==> config.mk <==
export PLATFORM = sky130hd
export DESIGN_NAME = filt_seq_ctrl
export DESIGN_NICKNAME = d
export VERILOG_FILES = /design/src/rtl/filt_seq_ctrl.sv
export SDC_FILE = /design/constraint.sdc
export NUM_CORES = 1
export LEC_CHECK = 0
export BUFFER_PORTS_ARGS = -buffer_cell sky130_fd_sc_hd__buf_2
export CORE_AREA = 2 2 77 79
export DETAILED_ROUTE_END_ITERATION = 10
export DIE_AREA = 0 0 79 81
export GPL_ROUTABILITY_DRIVEN = 0
export PLACE_DENSITY = 0.77
export REMOVE_ABC_BUFFERS = 1
export SYNTH_ARGS = -nofsm -noshare
export SYNTH_HDL_FRONTEND = slang
export SYNTH_SLANG_ARGS = --single-unit
==> constraint.sdc <==
create_clock -name clk -period 3.4 [get_ports clk]
set_clock_uncertainty 0.05 [all_clocks]
set_input_delay 0.68 -clock clk [delete_from_list [all_inputs] [get_ports clk]]
set_output_delay 0.68 -clock clk [all_outputs]
set_load 0.03 [all_outputs]
==> src/rtl/filt_seq_ctrl.sv <==
// filt_seq_ctrl: sequencing controller for the equalizer FIR bands.
// Owns the circular sample-buffer pointers, waits until a full tap window
// has been written, then runs one NTAPS-cycle read burst per accepted sample
// followed by a one-cycle out_vld strobe for capturing the band outputs.
module filt_seq_ctrl #(
  parameter int NTAPS = 1021,
  parameter int AW    = 10
) (
  input  logic          clk,
  input  logic          rst,
  input  logic          smpl_vld,
  input  logic          flush,
  input  logic          clr_ovr,
  output logic          wr_en,
  output logic [AW-1:0] wr_addr,
  output logic [AW-1:0] rd_addr,
  output logic          sequencing,
  output logic          out_vld,
  output logic          busy,
  output logic          overrun
);

  // Counter width must hold the saturated fill value NTAPS itself.
  localparam int CW = $clog2(NTAPS + 1);
  localparam logic [CW-1:0] NTAPS_C  = CW'(NTAPS);
  localparam logic [CW-1:0] LAST_TAP = CW'(NTAPS - 1);
  // When NTAPS == 2^AW this truncates to 0, which is still the right
  // modular offset for locating the oldest sample of the window.
  localparam logic [AW-1:0] NTAPS_A  = AW'(NTAPS);

  typedef enum logic [1:0] {
    FILL = 2'd0,
    IDLE = 2'd1,
    SEQ  = 2'd2,
    DONE = 2'd3
  } state_t;

  state_t        state_q, state_d;
  logic [AW-1:0] wr_ptr_q, wr_ptr_d;
  logic [AW-1:0] rd_ptr_q, rd_ptr_d;
  logic [CW-1:0] fill_cnt_q, fill_cnt_d;
  logic [CW-1:0] tap_cnt_q, tap_cnt_d;
  logic          overrun_q, overrun_d;
  logic          accept;
  logic          busy_st;

  logic [AW-1:0] wr_ptr_inc;
  logic [AW-1:0] win_start;
  logic [CW-1:0] fill_inc;

  // Pointer arithmetic shared by the FILL and IDLE transitions; wraps mod 2^AW.
  assign wr_ptr_inc = wr_ptr_q + 1'b1;
  assign win_start  = wr_ptr_inc - NTAPS_A;
  assign fill_inc   = fill_cnt_q + 1'b1;
  assign busy_st    = (state_q == SEQ) || (state_q == DONE);

  // State and counter registers; reset clears everything asynchronously.
  always_ff @(posedge clk or posedge rst) begin
    if (rst) begin
      state_q    <= FILL;
      wr_ptr_q   <= '0;
      rd_ptr_q   <= '0;
      fill_cnt_q <= '0;
      tap_cnt_q  <= '0;
      overrun_q  <= 1'b0;
    end else begin
      state_q    <= state_d;
      wr_ptr_q   <= wr_ptr_d;
      rd_ptr_q   <= rd_ptr_d;
      fill_cnt_q <= fill_cnt_d;
      tap_cnt_q  <= tap_cnt_d;
      overrun_q  <= overrun_d;
    end
  end

  // Next-state logic: flush wins over everything, otherwise walk the FSM.
  always_comb begin
    state_d    = state_q;
    wr_ptr_d   = wr_ptr_q;
    rd_ptr_d   = rd_ptr_q;
    fill_cnt_d = fill_cnt_q;
    tap_cnt_d  = tap_cnt_q;
    accept     = 1'b0;

    if (flush) begin
      state_d    = FILL;
      wr_ptr_d   = '0;
      fill_cnt_d = '0;
      tap_cnt_d  = '0;
    end else begin
      case (state_q)
        FILL: begin
          if (smpl_vld) begin
            accept     = 1'b1;
            wr_ptr_d   = wr_ptr_inc;
            fill_cnt_d = fill_inc;
            if (fill_inc == NTAPS_C) begin
              state_d  = SEQ;
              rd_ptr_d = win_start;
            end
          end
        end
        IDLE: begin
          if (smpl_vld) begin
            accept   = 1'b1;
            wr_ptr_d = wr_ptr_inc;
            rd_ptr_d = win_start;
            state_d  = SEQ;
          end
        end
        SEQ: begin
          rd_ptr_d = rd_ptr_q + 1'b1;
          if (tap_cnt_q == LAST_TAP) begin
            tap_cnt_d = '0;
            state_d   = DONE;
          end else begin
            tap_cnt_d = tap_cnt_q + 1'b1;
          end
        end
        DONE: begin
          state_d = IDLE;
        end
        default: begin
          state_d = FILL;
        end
      endcase
    end
  end

  // Sticky overrun: a new drop beats a simultaneous clear; flush leaves it alone.
  always_comb begin
    overrun_d = overrun_q;
    if (smpl_vld && !flush && busy_st) begin
      overrun_d = 1'b1;
    end else if (clr_ovr) begin
      overrun_d = 1'b0;
    end
  end

  // Outputs: all decoded from registers except wr_en, which follows
  // smpl_vld combinationally but is forced low while reset is asserted.
  assign wr_en      = accept & ~rst;
  assign wr_addr    = wr_ptr_q;
  assign rd_addr    = rd_ptr_q;
  assign sequencing = (state_q == SEQ);
  assign out_vld    = (state_q == DONE);
  assign busy       = busy_st;
  assign overrun    = overrun_q;

endmodule

Yosys cells after proc, flatten, opt, wreduce, memory -nomap -nowiden. Cells that the tools add are included.

Flip-flop bits (word level): 43. Input bits: 5. Word-level logic and storage cells: 66.

Add/sub/neg operators: 5. Eq/ne operators: 12. Mux-type cells: 24. Bitwise gates (word level): 3. Reductions and logical operators: 16.

Operators by type and width (number): 2-to-1 mux 10 bit (12); adder 10 x 1 -> 10 bit (second input constant) (4); one-hot mux 10 bit (3 select lines) (1); == test 10 bit (second input constant) (2); 2-to-1 mux 2 bit (5); nonzero test 2 bit (5); subtractor 10 bit (second input constant) (1); != test 3 bit (second input constant) (3); one-hot mux 2 bit (4 select lines) (1); != test 2 bit (second input constant) (3); 2-to-1 mux 1 bit (5); AND reduction 5 bit (1); == test 2 bit (second input constant) (2); AND reduction 2 bit (2); AND reduction 4 bit (1); != test 3 x 2 -> 1 bit (second input constant) (1); nonzero test 3 bit (1); == test 2 x 1 -> 1 bit (second input constant) (1); logical AND 1 bit (2); zero test 2 bit (1); NOT 1 bit (2); OR reduction 2 bit (1); bitwise AND 1 bit (1); zero test 1 bit (1); logical OR 1 bit (1).

Logic depth before layout (Yosys ltp). Gate-level depths: netlist of the first run.

Word-level depth: 6. Depth in mapped cells: 9. Gate-level depth less buffers: 8.

Worst setup path after synthesis of the first run. Ideal clock, no wire load.

Path type: reg2reg. Start point: register fill_cnt_q[0]. End point: register rd_ptr_q[1], in the netlist rd_addr[1]. Setup time: 0.125 ns. Data arrival time: 2.337 ns. Required time: 3.225 ns. Setup slack: 0.888 ns. Stages on the path, launching flop included: 9. Cell sequence: dfrtp_1 > ha_1 > or3b_1 > or3_1 > and3_4 > o41ai_2 > and2_1 > buf_6 > mux2_4.

Word-level cells in the longest chain between the ends: 4.

RTL lines: start, declared (RTL line 41) `logic [CW-1:0] fill_cnt_q, fill_cnt_d;`; start signal, assigned (RTL line 70) `fill_cnt_q <= fill_cnt_d;`; adder 10 x 1 -> 10 bit (RTL line 54) `assign fill_inc = fill_cnt_q + 1'b1;`; == test 10 bit (RTL line 97) `if (fill_inc == NTAPS_C) begin`; != test 2 bit (no line); AND reduction 5 bit (no line); end signal, assigned (RTL line 69) `rd_ptr_q <= rd_ptr_d;`; end, declared (RTL line 40) `logic [AW-1:0] rd_ptr_q, rd_ptr_d;`.

Every way passes these cells. A chain may end at the register's enable or synchronous reset.

Worst setup path after layout of the first run.
Start point: register fill_cnt_q[1]. End point: register rd_ptr_q[1], in the netlist rd_addr[1].

Same word-level chain as after synthesis.

==> results.toml, run 1 <==
[synth]
synth-simple-area-share_pct = 25.1
synth-xor-area-share_pct = 9.51
syn_area_per_cell_um2 = 8.32
ys_async_sr_fraction_pct = 100
synth-seq-cells = 43
synth-compound-area-share_pct = 17.8
synth_ff_type = "dfrtp_1"
synth_cells = 354
synthTopCellsByArea = "dfrtp_1 37%, nand2_1 5.0%, xnor2_1 4.8%"
synth_mux_area_share_pct = 1.19
synth_top_family_by_area = "simple AND/OR/NAND/NOR gates"
ys_warn_count = 0
synth_top_area_share_pct = 36.5
ys_seq_area_share_pct = 36.5
syn_area_um2 = 2950
synthAdderAreaFrac_pct = 4.25
synth_cell_type_count = 57
synth_area_leader_cell = "dfrtp_1"
synth_edf_count = 0

[cells_and_area]
nFillCells = 549
n_antenna_cell = 0
final_cell_mix = "43 x dfrtp_1, 39 x nand2_1, 37 x nor2_1"
synthToLayoutAreaGrowth_pct = 8.41
final_nets = 389
regArea_um2 = 1080
drive_above_1_share_pct = 13.9
layout_commonest_cell = "dfrtp_1"
multi_input_area_um2 = 1700
finalInstanceArea_um2 = 3190

[setup_path]
critical_path_class = "register to register"
arrival_ps = 2970
critical_path.cell_chain = "ha_1 -> or3b_1 -> or3_1 -> and3_4 -> o41ai_2 -> and2_1 -> mux2_4"
end_kind = "register"
required_ps = 3530
reg2reg_to = "rd_addr[1]"
cp_slowest_cell = "and2_1"
critPathMaxFanout = 10
path_delay_family = "simple AND/OR/NAND/NOR gates"
critPathLaunchType = "register"
reg2reg_from = "fill_cnt_q[1]"
r2r_slack_ps = 560
path_buf_inv = 0
slowest_delay_ps = 450
reg2reg_depth = 7

[flow_run]
cap_viol_max_count = 0

[drt]
drc = 0
wl_mm = 6.42
viasPerCell = 5.72
dr.pass1.iters = 4
drt_iter0_markers = 152
num_vias = 2572
ant_nets = 0
post_drt_wl_per_cell_um = 14.3

[global_routing]
met3_usage_pct = 3.67
gr-usage-all-layers_pct = 22.0
grt_pass1_vias = 2373
met2_usage_pct = 34.8
antenna_found_initial = 0
busiest_layer = "met2"
grt_pass1_wl_mm = 11.2
met1_usage_pct = 30.5
grt_max_degree = 33
grt-ovfl-total = 0

[floorplan]
chipHeight_um = 81
rows = 28
io_pins = 30
coreArea_um2 = 5680
dieWidth_um = 79
die-area_um2 = 6400
start_util_pct = 51.9

[clock_tree]
cts_tree = "done"
post_cts_resized = 0
hold_buffers = 0
h-tree-depth = 2
clk_pin_slew_ps = 80
cts_sinks = 43
post_cts_buffers = 0
cts_buffers = 5
clkLatencyLatePin_ps = 300
clockRootBuffer = "clkbuf_8"
clockBufferDepth = 2

[sta]
fin_setup_tns_ps = 0
max_freq_ghz = 0.352
max-slew-margin-rel_pct = 42.1
worst_pin_slew_ps = 860
fin_crit_sh_pct = 83.6
rsz0062_at_grt = "no"
min_period_ps = 2840
drv_slew = 0
setup_violations = 0
hold_violations = 0

[status]
outcome = "finished clean"

[placement]
dpl.hpwl_mm = 4.52
io_buffer_count = 29
place_area_um2 = 3110

[power]
ir_drop_uv = 347
leakage_nw = 1.32
power.density_nw_per_um2 = 613

[min_path]
min_path_type = "input port to async pin"
-- flip-flops by register name (all words and copies together) (netlist names) --
name,count
state_q,2
wr_addr,10
rd_addr,10
fill_cnt_q,10
overrun,1
tap_cnt_q,10
-- per-layer routing --
| layer | wire [um] | share of wire [%] |
|---|---|---|
| met5 | 0 | 0 |
| met4 | 86 | 1.3 |
| met1 | 3040 | 47 |
| met2 | 3050 | 47 |
| met3 | 247 | 3.8 |
-- power by group --
part	internal [W]	switching (W)	leakage (nW)
Sequential	0.000600	0.000134	0.586
Clock	0.000144	0.000178	0.0412
Combinational	0.000302	0.000599	0.695
Total	0.00105	0.000912	1.32
-- area by class of cell --
| class | instances | share of cell area, % |
|---|---|---|
| multi-input cells | 274 | 53.3 |
| flip-flops and latches | 43 | 33.7 |
| repair buffers | 32 | 5.25 |
| well taps | 75 | 2.94 |
| clock buffers | 6 | 2.27 |
| inverters | 18 | 2.12 |
| clock inverters | 2 | 0.392 |
-- how the worst max path moves through the flow --
stage | start | end | depth (start not counted) | slack (ps)
3_3_place_gp | fill_cnt_q[1] | rd_addr[1] | 7 | 660
6_report | fill_cnt_q[1] | rd_addr[1] | 7 | 560
5_1_grt | fill_cnt_q[1] | rd_addr[1] | 7 | 400
3_5_place_dp | fill_cnt_q[1] | rd_addr[1] | 7 | 580
4_1_cts | fill_cnt_q[1] | rd_addr[1] | 7 | 560
2_1_floorplan | fill_cnt_q[0] | rd_addr[1] | 7 | 410
-- synthesized netlist by cell type, types with 2 or more instances --
| library cell | number |
|---|---|
| nand3_1 | 17 |
| and4_1 | 2 |
| o31ai_1 | 2 |
| a31oi_1 | 10 |
| nor3_1 | 9 |
| xor2_1 | 16 |
| nand2_1 | 39 |
| nor2_1 | 37 |
| nor3b_1 | 2 |
| nand3b_1 | 3 |
| o22ai_1 | 4 |
| nand2b_1 | 5 |
| clkbuf_1 | 14 |
| or3_1 | 3 |
| mux2i_1 | 2 |
| nor4_1 | 2 |
| xnor2_1 | 16 |
| dfrtp_1 | 43 |
| ha_1 | 10 |
| a21oi_1 | 16 |
| o211ai_1 | 4 |
| or2_2 | 3 |
| and3_1 | 3 |
| buf_6 | 3 |
| nand4_1 | 12 |
| nor2b_1 | 4 |
| inv_1 | 18 |
| o21ai_0 | 26 |
-- stage by stage --
stage | hold WS (ps) | utilization, % | cells | setup slack [ps] | power, W
floorplan | 395 | - | 335 | 410 | 0.00138
global placement | 426 | 54.8 | 442 | 655 | 0.00162
detailed placement | 432 | 54.8 | 442 | 577 | 0.00164
CTS | 359 | 56.3 | 450 | 560 | 0.00197
global route | 384 | 56.3 | 450 | 399 | 0.00212
finish | 339 | 56.3 | 450 | 559 | 0.00196
-- kinds of logic (layout without fill, tap and decap cells) --
logic type	Yosys count	after routing
and+or+nand+nor	149	149
AOI/OAI and AO/OA	80	80
DFF	43	43
buffers and inverters	37	58
xor gates and xnor gates	32	32
adders and majority gates	10	10
muxes	3	3
(Power assumes the default switching activity.)
==> run 2, diff against run 1 <==
--- a/config.mk
+++ b/config.mk
@@ -10,7 +10,7 @@
 export DETAILED_ROUTE_END_ITERATION = 10
 export DIE_AREA = 0 0 79 81
 export GPL_ROUTABILITY_DRIVEN = 0
-export PLACE_DENSITY = 0.77
+export PLACE_DENSITY = 0.8
 export REMOVE_ABC_BUFFERS = 1
 export SYNTH_ARGS = -nofsm -noshare
 export SYNTH_HDL_FRONTEND = slang
==> constraint.sdc (replaced) <==
create_clock -name clk -period 2.5 [get_ports clk]
set_clock_uncertainty 0.05 [all_clocks]
set_input_delay 0.5 -clock clk [delete_from_list [all_inputs] [get_ports clk]]
set_output_delay 0.5 -clock clk [all_outputs]
set_load 0.03 [all_outputs]
==> run 2 against run 1 <==
Count of clock-buffer cells in the layout unchanged. Total power grew 50%. Sequential share of layout area fell by 1.5 points. Cell count rose by 2.9%. Flip-flop and latch count unchanged.
==> results.toml, run 2 (synthesized netlist as in run 1, its figures left out) <==
[setup_path]
crit_path_start = "fill_cnt_q[0]"
end_kind = "register"
arrival_ps = 2550
required_ps = 2630
endpoint = "rd_addr[9]"
critPathLaunchType = "register"
r2r_slack_ps = 80
critPathMaxFanout = 9
reg2reg_depth = 8
reg2reg_from = "fill_cnt_q[0]"
reg2reg_to = "rd_addr[9]"
critical_path_class = "register to register"

[drt]
viasPerCell = 5.83
ant_nets = 0
wl_mm = 7.03
drt_iter0_markers = 220
num_vias = 2701
drc = 0
post_drt_wl_per_cell_um = 15.2
dr.pass1.iters = 5

[clock_tree]
hold_buffers = 0
cts_buffers = 5
post_cts_buffers = 0
post_cts_resized = 0
cts_sinks = 43
clk_pin_slew_ps = 90
h-tree-depth = 2
clockBufferDepth = 2
clockRootBuffer = "clkbuf_8"
cts_tree = "done"
clkLatencyLatePin_ps = 310

[floorplan]
coreArea_um2 = 5680
io_pins = 30
rows = 28
chipHeight_um = 81
start_util_pct = 51.9
die-area_um2 = 6400
dieWidth_um = 79

[sta]
setup_violations = 0
max_freq_ghz = 0.413
min_period_ps = 2420
hold_violations = 0
fin_crit_sh_pct = 96.8
worst_pin_slew_ps = 586
fin_setup_tns_ps = 0
drv_slew = 0
max-slew-margin-rel_pct = 60.6
rsz0062_at_grt = "no"

[placement]
place_area_um2 = 3210
dp.cells = 455
io_buffer_count = 29
dpl.hpwl_mm = 5.05

[min_path]
min_path_type = "input port to async pin"

[global_routing]
gr-usage-all-layers_pct = 23.1
grt_max_degree = 26
grt-ovfl-total = 0
grt_pass1_wl_mm = 11.6
antenna_found_initial = 0
grt_pass1_vias = 2450

[cells_and_area]
drive_above_1_share_pct = 17.0
layout_commonest_cell = "dfrtp_1"
nFillCells = 515
finalInstanceArea_um2 = 3340
final_cell_mix = "43 x dfrtp_1, 39 x nand2_1, 37 x nor2_1"
synthToLayoutAreaGrowth_pct = 13.3
final_nets = 402
stdcell_count = 463
n_antenna_cell = 0

[flow_run]
cap_viol_max_count = 0

[power]
p_switching_w = 0.00132
clkPwrFrac_pct = 19.9
seqPwrFrac_pct = 32.7
switching_share_pct = 44.8
ir_drop_uv = 578
power.density_nw_per_um2 = 879
power_frac_comb_pct = 47.4
intPower_w = 0.00162
leakage_nw = 1.44
power.total_w = 0.00293

[status]
outcome = "finished clean"
## run 2: cell count changes in the layout (fill, tap and decap cells not counted), sizes merged
cell      delta
buf         +13
inv          +1
clkinvlp     -1
clkinv       -1
bufinv       +1
## run 2: how the worst min path moves through the flow
stage / start / endpoint / slack [ps] / depth (start not counted)
final: rst / fill_cnt_q[9] / 190 / 3
after global routing: rst / fill_cnt_q[9] / 200 / 3
after CTS: rst / fill_cnt_q[9] / 190 / 3
after detailed placement: tap_cnt_q[9] / tap_cnt_q[9] / 440 / 1
after global placement: tap_cnt_q[9] / tap_cnt_q[9] / 430 / 1
after floorplan: tap_cnt_q[9] / tap_cnt_q[9] / 400 / 1
## run 2: per-stage QoR
stage	hold WS [ps]	setup WS, ps	utilization (%)
after floorplan	395	-490	-
after global placement	426	121	56.5
after detailed placement	438	83.2	56.5
after CTS	192	72.8	58.6
after global routing	201	5.70	58.8
final	190	78.9	58.8
## run 2: critical path: stages (launching register included)
cell,delay (ps)
dfrtp_1,400
ha_1,210
or3b_1,330
or3_1,300
and3_4,210
o41ai_4,300
and2_1,210
buf_4,190
a311oi_2,100
## run 2: power by group through the flow
stage | registers [W] | clock network (W) | logic (W)
2_1_floorplan | 0.00114 | 0 | 0.000745
3_3_place_gp | 0.000960 | 0 | 0.00133
3_5_place_dp | 0.000968 | 0 | 0.00136
4_1_cts | 0.000958 | 0.000599 | 0.00137
5_1_grt | 0.000978 | 0.000624 | 0.00152
6_report | 0.000959 | 0.000585 | 0.00139
## run 2: per-layer routing
layer / part of all wire, % / global-route usage [%] / routed length (um) / vias to the layer above
met3: 4.8 / 4.56 / 336 / 9
met5: 0 / 0 / 0 / -
met1: 46 / 30.8 / 3250 / 1289
met2: 48 / 39.2 / 3370 / 90
met4: 1.0 / 5.17 / 71 / 0
li1: - / - / - / 1313
## run 2: cell type report
type	count	area, um^2	area share [%]
clock buffers	6	82.6	2.47
well taps	75	93.8	2.81
clock inverters	2	38.8	1.16
flip-flops and latches	43	1080	32.2
multi-input cells	274	1720	51.4
inverters	18	67.6	2.02
repair buffers	45	265	7.94
